File: src/rtl/instr_encoder.sv
// Purpose: encode RV32I field requests into instruction words with IMEM byte addresses, buffered for the loader.
// Latency: a word accepted at edge N is visible at the output head after edge N when the buffer was empty.
// Backpressure: in_ready drops while the buffer is full; a pop frees a slot for the following cycle only.
//
// Ports:
//   clk, rst_n            clock (rising edge), async active-low reset
//   clear                 sync flush: empty buffer, reload address, clear err
//   in_valid/in_ready     request handshake; op_kind, rd, rs1, rs2, imm are the request fields
//   out_valid/out_ready   head-word handshake; out_instr, out_addr describe the head word
//   count                 buffer occupancy
//   err                   sticky flag: an illegal op_kind was accepted

// Purpose: generic synchronous FIFO with occupancy count.
// Latency: a word pushed at edge N is at the head after edge N when the FIFO was empty.
// Backpressure: pushes while full and pops while empty are ignored; clear overrides both.
module instr_encoder_fifo #(
  parameter int WIDTH = 64,
  parameter int DEPTH = 4
) (
  input  logic                   clk,
  input  logic                   rst_n,
  input  logic                   clear,
  input  logic                   push,
  input  logic [WIDTH-1:0]       push_dat,
  input  logic                   pop,
  output logic [WIDTH-1:0]       head_dat,
  output logic [$clog2(DEPTH):0] count,
  output logic                   full,
  output logic                   empty
);

  localparam int AW = $clog2(DEPTH);
  localparam logic [AW:0] FULL_CNT = DEPTH[AW:0];

  logic [WIDTH-1:0] mem [DEPTH];
  logic [AW-1:0]    wr_ptr;
  logic [AW-1:0]    rd_ptr;
  logic             do_push;
  logic             do_pop;

  assign full     = (count == FULL_CNT);
  assign empty    = (count == '0);
  assign do_push  = push & ~full;
  assign do_pop   = pop & ~empty;
  assign head_dat = mem[rd_ptr];

  // DEPTH is a power of two, so the pointers wrap naturally.
  always_ff @(posedge clk or negedge rst_n) begin
    if (!rst_n) begin
      for (int i = 0; i < DEPTH; i++) begin
        mem[i] <= '0;
      end
      wr_ptr <= '0;
      rd_ptr <= '0;
      count  <= '0;
    end else if (clear) begin
      wr_ptr <= '0;
      rd_ptr <= '0;
      count  <= '0;
    end else begin
      if (do_push) begin
        mem[wr_ptr] <= push_dat;
        wr_ptr      <= wr_ptr + AW'(1);
      end
      if (do_pop) begin
        rd_ptr <= rd_ptr + AW'(1);
      end
      case ({do_push, do_pop})
        2'b10:   count <= count + (AW+1)'(1);
        2'b01:   count <= count - (AW+1)'(1);
        default: count <= count;
      endcase
    end
  end

endmodule

// Purpose: RV32I field-level encoder (ADD, SUB, LW, SW, BEQ, ADDI) feeding an output FIFO.
// Latency: one edge from accept to out_valid when the FIFO is empty.
// Backpressure: in_ready = FIFO not full; head word holds while out_valid & !out_ready.
module instr_encoder #(
  parameter int          DEPTH      = 4,
  parameter logic [31:0] BASE_ADDR  = 32'h0,
  parameter int          IMEM_WORDS = 256
) (
  input  logic                   clk,
  input  logic                   rst_n,
  input  logic                   clear,
  input  logic                   in_valid,
  output logic                   in_ready,
  input  logic [2:0]             op_kind,
  input  logic [4:0]             rd,
  input  logic [4:0]             rs1,
  input  logic [4:0]             rs2,
  input  logic [12:0]            imm,
  output logic                   out_valid,
  input  logic                   out_ready,
  output logic [31:0]            out_instr,
  output logic [31:0]            out_addr,
  output logic [$clog2(DEPTH):0] count,
  output logic                   err
);

  localparam logic [2:0] OP_ADD  = 3'd0;
  localparam logic [2:0] OP_SUB  = 3'd1;
  localparam logic [2:0] OP_LW   = 3'd2;
  localparam logic [2:0] OP_SW   = 3'd3;
  localparam logic [2:0] OP_BEQ  = 3'd4;
  localparam logic [2:0] OP_ADDI = 3'd5;

  localparam logic [6:0] OPC_REG    = 7'b0110011;
  localparam logic [6:0] OPC_LOAD   = 7'b0000011;
  localparam logic [6:0] OPC_STORE  = 7'b0100011;
  localparam logic [6:0] OPC_BRANCH = 7'b1100011;
  localparam logic [6:0] OPC_IMM    = 7'b0010011;

  // Address of the last IMEM word; the next word after it goes back to BASE_ADDR.
  localparam logic [31:0] LAST_ADDR = BASE_ADDR + 32'(4 * (IMEM_WORDS - 1));

  typedef struct packed {
    logic [31:0] instr;
    logic [31:0] addr;
  } entry_t;

  entry_t      push_dat;
  entry_t      head_dat;
  logic [31:0] word;
  logic        legal;
  logic [31:0] addr;
  logic        accept;
  logic        push;
  logic        pop;
  logic        full;
  logic        empty;

  // Branch offsets are always even; bit 0 of the immediate is never encoded.
  logic unused_imm0;
  assign unused_imm0 = imm[0];

  always_comb begin
    word  = '0;
    legal = 1'b1;
    case (op_kind)
      OP_ADD:  word = {7'b0000000, rs2, rs1, 3'b000, rd, OPC_REG};
      OP_SUB:  word = {7'b0100000, rs2, rs1, 3'b000, rd, OPC_REG};
      OP_LW:   word = {imm[11:0], rs1, 3'b010, rd, OPC_LOAD};
      OP_SW:   word = {imm[11:5], rs2, rs1, 3'b010, imm[4:0], OPC_STORE};
      OP_BEQ:  word = {imm[12], imm[10:5], rs2, rs1, 3'b000, imm[4:1], imm[11], OPC_BRANCH};
      OP_ADDI: word = {imm[11:0], rs1, 3'b000, rd, OPC_IMM};
      default: legal = 1'b0;
    endcase
  end

  // clear wins over everything on its edge, so it also masks push and pop.
  assign in_ready = ~full;
  assign accept   = in_valid & in_ready & ~clear;
  assign push     = accept & legal;
  assign pop      = out_valid & out_ready & ~clear;

  assign push_dat.instr = word;
  assign push_dat.addr  = addr;

  instr_encoder_fifo #(
    .WIDTH ($bits(entry_t)),
    .DEPTH (DEPTH)
  ) u_fifo (
    .clk      (clk),
    .rst_n    (rst_n),
    .clear    (clear),
    .push     (push),
    .push_dat (push_dat),
    .pop      (pop),
    .head_dat (head_dat),
    .count    (count),
    .full     (full),
    .empty    (empty)
  );

  // Stale FIFO storage is masked so the outputs read zero whenever nothing is valid.
  assign out_valid = ~empty;
  assign out_instr = out_valid ? head_dat.instr : 32'h0;
  assign out_addr  = out_valid ? head_dat.addr  : 32'h0;

  // Only legal pushes consume an address; illegal requests leave it for the next word.
  always_ff @(posedge clk or negedge rst_n) begin
    if (!rst_n) begin
      addr <= BASE_ADDR;
    end else if (clear) begin
      addr <= BASE_ADDR;
    end else if (push) begin
      addr <= (addr == LAST_ADDR) ? BASE_ADDR : addr + 32'd4;
    end
  end

  always_ff @(posedge clk or negedge rst_n) begin
    if (!rst_n) begin
      err <= 1'b0;
    end else if (clear) begin
      err <= 1'b0;
    end else if (accept & ~legal) begin
      err <= 1'b1;
    end
  end

endmodule

File: config.mk
export PLATFORM = sky130hd
export DESIGN_NAME = instr_encoder
export DESIGN_NICKNAME = d
export VERILOG_FILES = /design/src/rtl/instr_encoder.sv
export SDC_FILE = /design/constraint.sdc
export NUM_CORES = 1
export LEC_CHECK = 0
export BUFFER_PORTS_ARGS = -buffer_cell sky130_fd_sc_hd__buf_2
export CAP_MARGIN = 20
export CORE_AREA = 2 2 229 231
export DETAILED_ROUTE_END_ITERATION = 6
export DIE_AREA = 0 0 231 233
export GPL_TIMING_DRIVEN = 1
export HOLD_SLACK_MARGIN = 0.06
export PLACE_DENSITY = 0.46
export SLEW_MARGIN = 20
export SYNTH_ARGS = -nofsm -noshare
export SYNTH_HDL_FRONTEND = slang
export SYNTH_HIERARCHICAL = 1
export SYNTH_SLANG_ARGS = --single-unit
File: constraint.sdc
create_clock -name clk -period 3.8 [get_ports clk]
set_input_delay 0.38 -clock clk [delete_from_list [all_inputs] [get_ports clk]]
set_output_delay 0.38 -clock clk [all_outputs]
set_load 0.05 [all_outputs]
==> reports/results.tsv, run 1 <==
metric	value	unit
status	completed	
fin util	34.4	%
number of DRC markers in iteration 0	425	
core area	51100	sq um
reg-to-reg slack, setup	0.59	ns
Synth cell types	68	
routed wire length	36700	um
Setup Fix Bufs, Post-CTS	0	
most frequent cells in the layout	dfrtp_1, mux2_4, buf_2	
critical-path cell list	or3b_4 > inv_1 > nand2b_1 > nor3_4 > nor2b_1 > nand3_4 > buf_12 > mux2_2	
Reg clk slew, reported paths	0.06	ns
Horiz. Die Dim	231	um
setup TNS	0	ns
period utilization	84.4	%
Synth Flop Type	dfrtp_1	
CTS tree	built	
worst hold start	clear	
Fin Clk Skew	0.0116	ns
number of I/O pins	106	
Post-DRT Antenna Nets	0	
Starting Density	29.9	%
WL per Instance	19.7	um
IO Port Bufs	105	
CTS max path bufs	3	
Setup CP Type	flip-flop to flip-flop	
row count	83	
Crit. End Element	flip-flop	
fin area	17600	sq um
Slew headroom	40.5	%
Worst R2R Path Depth	8	
initial antenna violation count	1	
CTS Buf Count	36	
Required @ worst endpoint	4.20	ns
first drt pass iteration count	5	
Worst path top cell family by delay	simple AND/OR/NAND/NOR gates	
Final HPWL DP	22700	um
Hold Crit Endpoint	u_fifo/rd_ptr[1]$_DFFE_PN0P_	
Overflow after GRT	0	
f_max	0.312	GHz
largest net degree at the start of global routing	93	
EDFF count, synth	0	
synth warn	6	
die height	233	um
Final #Nets	1199	
worst skew pair latency	0.52	ns
first-pass GRT wire length	59200	um
die area	53800	sq um
Hold Vio Cnt, Final	0	
H-tree level count	2	
# clock sinks	294	
nature of the critical path startpoint	flip-flop	
Layout area overhead	15.1	%
CP Data Arrival Time	3.60	ns
Leak Pwr	8.50	nW
RR Startpoint	u_fifo/count[2]$_DFFE_PN0P_	
Slowest-stage cell, CP	nor2b_1	
fin. max-slew vios	0	
vias in the first global route	9606	
WHS Path Cells	2	
DP Area	16400	sq um
Final min period	3.21	ns
#FFs+latches synth	294	
Vias	8890	
max incr delay on CP	0.60	ns
Avg Cell Area, Syn	14.7	sq um
worst reg2reg endpoint	u_fifo/mem[182]$_DFFE_PN0P_	
DRC violations left	0	
via/cell ratio	4.78	
share of layout cells above drive strength 1	44.8	%
peak supply drop	218	uV
Post-CTS Resized	0	
sequential element share of the synthesized area	48.2	%
Post-synth ARST share	100	%
RSZ-0062 raised after global routing	no	
CP Buf/Inv Count	2	
most common cell after layout, fill and taps aside	dfrtp_1	
Hold WC Path Type	input port to flip-flop	
Cell Pwr Density	428	nW/um^2
setup violators final	0	
CP max FO	25	
synthesized instance count	1036	
CTS root buf	clkbuf_16	
Mapped Area	15300	sq um
worst-margin pin slew	0.893	ns
GP Congestion	0.733	
gr usage total	14.1	%
maxcap violations	0	
-- flip-flops by register name, summed over array words and instances, names as in the netlist --
name / flops
err: 1
u_fifo/mem: 256
addr: 30
u_fifo/rd_ptr: 2
u_fifo/wr_ptr: 2
u_fifo/count: 3
-- synth_stat cells, types with 4 or more instances --
master / count / area, sq um
nand3_1: 15 / 75.1
o21ai_0: 15 / 75.1
mux4_2: 64 / 1440
nand3_4: 4 / 70.1
o31ai_1: 4 / 30.0
nand4_1: 13 / 81.3
mux2_4: 180 / 2700
clkbuf_1: 26 / 97.6
nand2_1: 25 / 93.8
buf_2: 9 / 45.0
xor2_1: 14 / 123
o22ai_1: 11 / 68.8
ha_1: 6 / 75.1
a21oi_1: 16 / 80.1
mux2_2: 77 / 867
nor2_1: 29 / 109
buf_6: 11 / 124
nor4_1: 13 / 81.3
a31oi_1: 12 / 75.1
nor2b_1: 81 / 507
xnor2_1: 5 / 43.8
dfrtp_1: 294 / 7360
and2_1: 16 / 100
buf_12: 18 / 360
inv_1: 9 / 33.8
a22oi_1: 7 / 52.6
-- routing by layer --
layer / up-vias / track usage (%) / wire [um]
met2: 177 / 21.9 / 16500
met4: 2 / 3.39 / 649
met5: - / 0 / 10
met1: 4642 / 20.1 / 17800
li1: 4022 / - / -
met3: 47 / 2.78 / 1720
-- cell families (layout without fill, tap and decap cells) --
| logic type | Yosys count | count (layout) | synth area share, % |
|---|---|---|---|
| buf+inv | 79 | 200 | 4.52 |
| xor+xnor | 19 | 19 | 1.09 |
| flops | 294 | 294 | 48.2 |
| fa+ha+maj | 7 | 7 | 0.623 |
| compound gates | 85 | 85 | 3.64 |
| other cells | 1 | 25 | 0.0246 |
| mux | 322 | 322 | 32.9 |
| simple gates | 229 | 229 | 9.05 |
-- metrics by stage --
step / instances / hold WS [ns] / power, mW / setup WS (ns)
after CTS: 1860 / 0.192 / 7.66 / 0.506
after detailed placement: 1797 / 0.458 / 4.22 / 0.544
after global placement: 1797 / 0.463 / 4.21 / 0.614
final: 1861 / 0.221 / 7.52 / 0.593
after floorplan: 1059 / 0.0844 / 3.98 / 0.393
after global routing: 1860 / 0.233 / 7.87 / 0.397
-- repair_timing --
action,in CTS,in global routing
setup endpoints to repair,0,0
hold buffers,1,0
hold endpoints to repair,89,0
-- where the power goes --
| group | leakage (nW) | switching [mW] | internal [mW] |
|---|---|---|---|
| combinational | 3.91 | 0.320 | 0.400 |
| clock | 0.576 | 1.33 | 2.03 |
| sequential | 4.02 | 0.115 | 3.32 |
| total | 8.50 | 1.77 | 5.75 |
-- final cells by class --
class | count | area [sq um]
Clock inverter | 14 | 123
Antenna cell | 1 | 2.50
Inverter | 10 | 37.5
Timing Repair Buffer | 128 | 861
Multi-Input combinational cell | 686 | 7320
Sequential cell | 294 | 7360
Clock buffer | 48 | 1030
Tap cell | 680 | 851
Fill cell | 5032 | 33500
-- worst max path at each step --
| stage | startpoint | end | cells past startpoint |
|---|---|---|---|
| final | u_fifo/count[2]$_DFFE_PN0P_ | u_fifo/mem[182]$_DFFE_PN0P_ | 8 |
| after global routing | u_fifo/count[2]$_DFFE_PN0P_ | u_fifo/mem[176]$_DFFE_PN0P_ | 8 |
| after CTS | u_fifo/count[2]$_DFFE_PN0P_ | u_fifo/mem[182]$_DFFE_PN0P_ | 8 |
| after detailed placement | u_fifo/count[2]$_DFFE_PN0P_ | u_fifo/mem[182]$_DFFE_PN0P_ | 8 |
| after global placement | u_fifo/count[2]$_DFFE_PN0P_ | u_fifo/mem[170]$_DFFE_PN0P_ | 8 |
| after floorplan | u_fifo/count[0]$_DFFE_PN0P_ | u_fifo/count[1]$_DFFE_PN0P_ | 12 |
Power figures use the tool's default switching activity.
==> run 2: changes to the inputs <==
--- a/config.mk
+++ b/config.mk
@@ -12,7 +12,7 @@
 export DIE_AREA = 0 0 231 233
 export GPL_TIMING_DRIVEN = 1
 export HOLD_SLACK_MARGIN = 0.06
-export PLACE_DENSITY = 0.46
+export PLACE_DENSITY = 0.48
 export SLEW_MARGIN = 20
 export SYNTH_ARGS = -nofsm -noshare
 export SYNTH_HDL_FRONTEND = slang
==> constraint.sdc (replaced) <==
create_clock -name clk -period 2.7 [get_ports clk]
set_input_delay 0.27 -clock clk [delete_from_list [all_inputs] [get_ports clk]]
set_output_delay 0.27 -clock clk [all_outputs]
set_load 0.05 [all_outputs]
==> run 2 against run 1 <==
  * Clock power increased by 35%
  * Worst setup slack got worse by 0.46 ns
  * Sequential power increased by 40%
  * Design area increased by 1.0%
  * Worst hold slack got worse by 0.11 ns
  * Via count about the same
  * Combinational power increased by 44%
  * First-iteration DRC count increased by 11%
  * Register-to-register slack got worse by 0.43 ns
  * Routed wire length decreased by 0.35%
  * Critical endpoint is now out_instr[12]
==> reports/results.tsv, run 2 (synthesis gave the netlist of run 1 again) <==
metric	value	unit	change
status	completed		
Horiz. Die Dim	231	um	unchanged
Setup Fix Bufs, Post-CTS	0		unchanged
Cell Pwr Density	587	nW/um^2	+37%
Clock Power Share	43.7	%	-1.0 points
Setup CP Type	flip-flop to primary output		
fin. max-slew vios	0		unchanged
max reg flops	256		unchanged
RSZ-0062 raised after global routing	no		
largest net degree at the start of global routing	70		-25%
worst-margin pin slew	0.706	ns	-0.187 ns
gr usage total	13.8	%	-0.29 points
most common cell after layout, fill and taps aside	dfrtp_1		
Pint	8.03	mW	+40%
die area	53800	sq um	unchanged
worst skew pair latency	0.52	ns	about the same
peak supply drop	318	uV	+46%
Top reg by flops	u_fifo/mem		
Post-DRT Antenna Nets	0		unchanged
IO Port Bufs	105		unchanged
max incr delay on CP	0.66	ns	+0.06 ns
share of layout cells above drive strength 1	45.5	%	+0.68 points
Slew headroom	52.8	%	+12 points
CTS Buf Count	34		-5.6%
register share of total power	46.3	%	+0.6 points
Leak Pwr	8.55	nW	+0.56%
Starting Density	29.9	%	unchanged
period utilization	94.9	%	
first-pass GRT wire length	57600	um	-2.7%
core area	51100	sq um	unchanged
WL per Instance	19.5	um	-0.99%
Required @ worst endpoint	2.43	ns	-1.77 ns
row count	83		unchanged
Fin Clk Skew	0.0113	ns	-0.000319 ns
number of I/O pins	106		unchanged
combinational fraction of design power	10.0	%	+0.4 points
GP Congestion	0.774		+5.7%
Largest regs	u_fifo/mem: 256 flops, addr: 30 flops, u_fifo/count: 3 flops		
Slowest-stage cell, CP	dfrtp_4		
NetSw	2.39	mW	+35%
CTS tree	built		
Vias	8891		+0.011%
die height	233	um	unchanged
CP Data Arrival Time	2.29	ns	-1.31 ns
CP max FO	27		+8.0%
Layout area overhead	16.3	%	
Reg clk slew, reported paths	0.06	ns	about the same
Final HPWL DP	22900	um	+0.99%
CTS max path bufs	3		unchanged
setup violators final	0		unchanged
Final min period	2.56	ns	
initial antenna violation count	1		unchanged
H-tree level count	2		unchanged
Worst path top cell family by delay	flip-flops		
routed wire length	36500	um	-0.35%
Final #Nets	1212		+1.1%
n_diodes	0		-1
area of the multi-input gates	7350	sq um	+0.41%
critical-path cell list	buf_12 > mux4_2 > nor2b_1 > buf_2		
setup TNS	0	ns	unchanged
Hold WC Path Type	input port to flip-flop		
DRC violations left	0		unchanged
number of DRC markers in iteration 0	473		+11%
nature of the critical path startpoint	flip-flop		
Crit. End Element	primary output		
first drt pass iteration count	4		-1
Overflow after GRT	0		unchanged
switching part of the total	23.0	%	-0.57 points
via/cell ratio	4.75		-0.63%
vias in the first global route	9477		-1.3%
CP Buf/Inv Count	2		unchanged
# clock sinks	294		unchanged
Hold Vio Cnt, Final	0		unchanged
maxcap violations	0		unchanged
most frequent cells in the layout	dfrtp_1, mux2_4, buf_2		
CTS root buf	clkbuf_16		
f_max	0.390	GHz	
fillcell total	5003		-0.58%
register area	7370	sq um	about the same
Pwr Total	10.4	mW	+39%
run 2: through the flow:
stage | cell area, sq um | instances | util, % | setup WS (ns) | hold slack [ns]
after global routing | 17800 | 1873 | 34.8 | 0.0276 | 0.110
after detailed placement | 16600 | 1811 | 32.5 | 0.155 | 0.289
final | 17800 | 1873 | 34.8 | 0.138 | 0.115
after CTS | 17700 | 1872 | 34.7 | 0.0157 | 0.0798
after global placement | 16600 | 1811 | 32.5 | 0.151 | 0.287
after floorplan | 15400 | 1059 | - | -0.114 | -0.0256
run 2: worst reg2reg max path: cells and delay by family, from the launching register on:
kind,cells,cell delay (ns)
buffers and inverters,1,0.05
AOI/OAI and AO/OA,4,0.64
and+or+nand+nor,3,0.70
DFF,1,0.45
adders and majority gates,1,0.59
run 2: path summary, 6_finish.rpt:
kind,from,to,slack (ns),depth (start not counted)
min in group asynchronous,rst_n,u_fifo/mem[251]$_DFFE_PN0P_,0.31,2
max in group asynchronous,rst_n,addr[12]$_DFFE_PN0P_,1.54,3
setup reg to reg,u_fifo/count[1]$_DFFE_PN0P_,u_fifo/count[1]$_DFFE_PN0P_,0.16,9
hold reg to reg,u_fifo/mem[37]$_DFFE_PN0P_,u_fifo/mem[37]$_DFFE_PN0P_,0.50,1
hold / removal,clear,err$_DFFE_PN0P_,0.12,2
setup / recovery,u_fifo/rd_ptr[1]$_DFFE_PN0P_,out_instr[12],0.14,4
run 2: power by group through the flow:
stage                     sequential [mW]  clock [mW]  combinational (mW)
after detailed placement             4.90           0                1.07
after global placement               4.89           0                1.05
after global routing                 4.86        4.93                1.15
after CTS                            4.83        4.73                1.07
final                                4.83        4.55                1.04
after floorplan                      4.86           0               0.755
run 2: per-layer routing:
layer	routed length [um]	global-route usage, %	vias to the layer above
met1	17800	19.8	4659
met2	16800	21.6	143
li1	-	-	4048
met3	1390	2.46	39
met5	13	0	-
met4	517	3.13	2
run 2: cell type report:
cell class	instances	area share, %
clock inverter	6	0.451
timing repair buffer	143	5.90
multi-input combinational	686	41.4
tap	680	4.79
sequential	294	41.5
inverter	10	0.268
clock buffer	54	5.74
run 2: repair_timing:
item,4_1_cts,5_1_grt
gates resized for setup,0,3
endpoints found under the setup margin,0,11
endpoints found under the hold margin,62,0
hold buffers,1,0
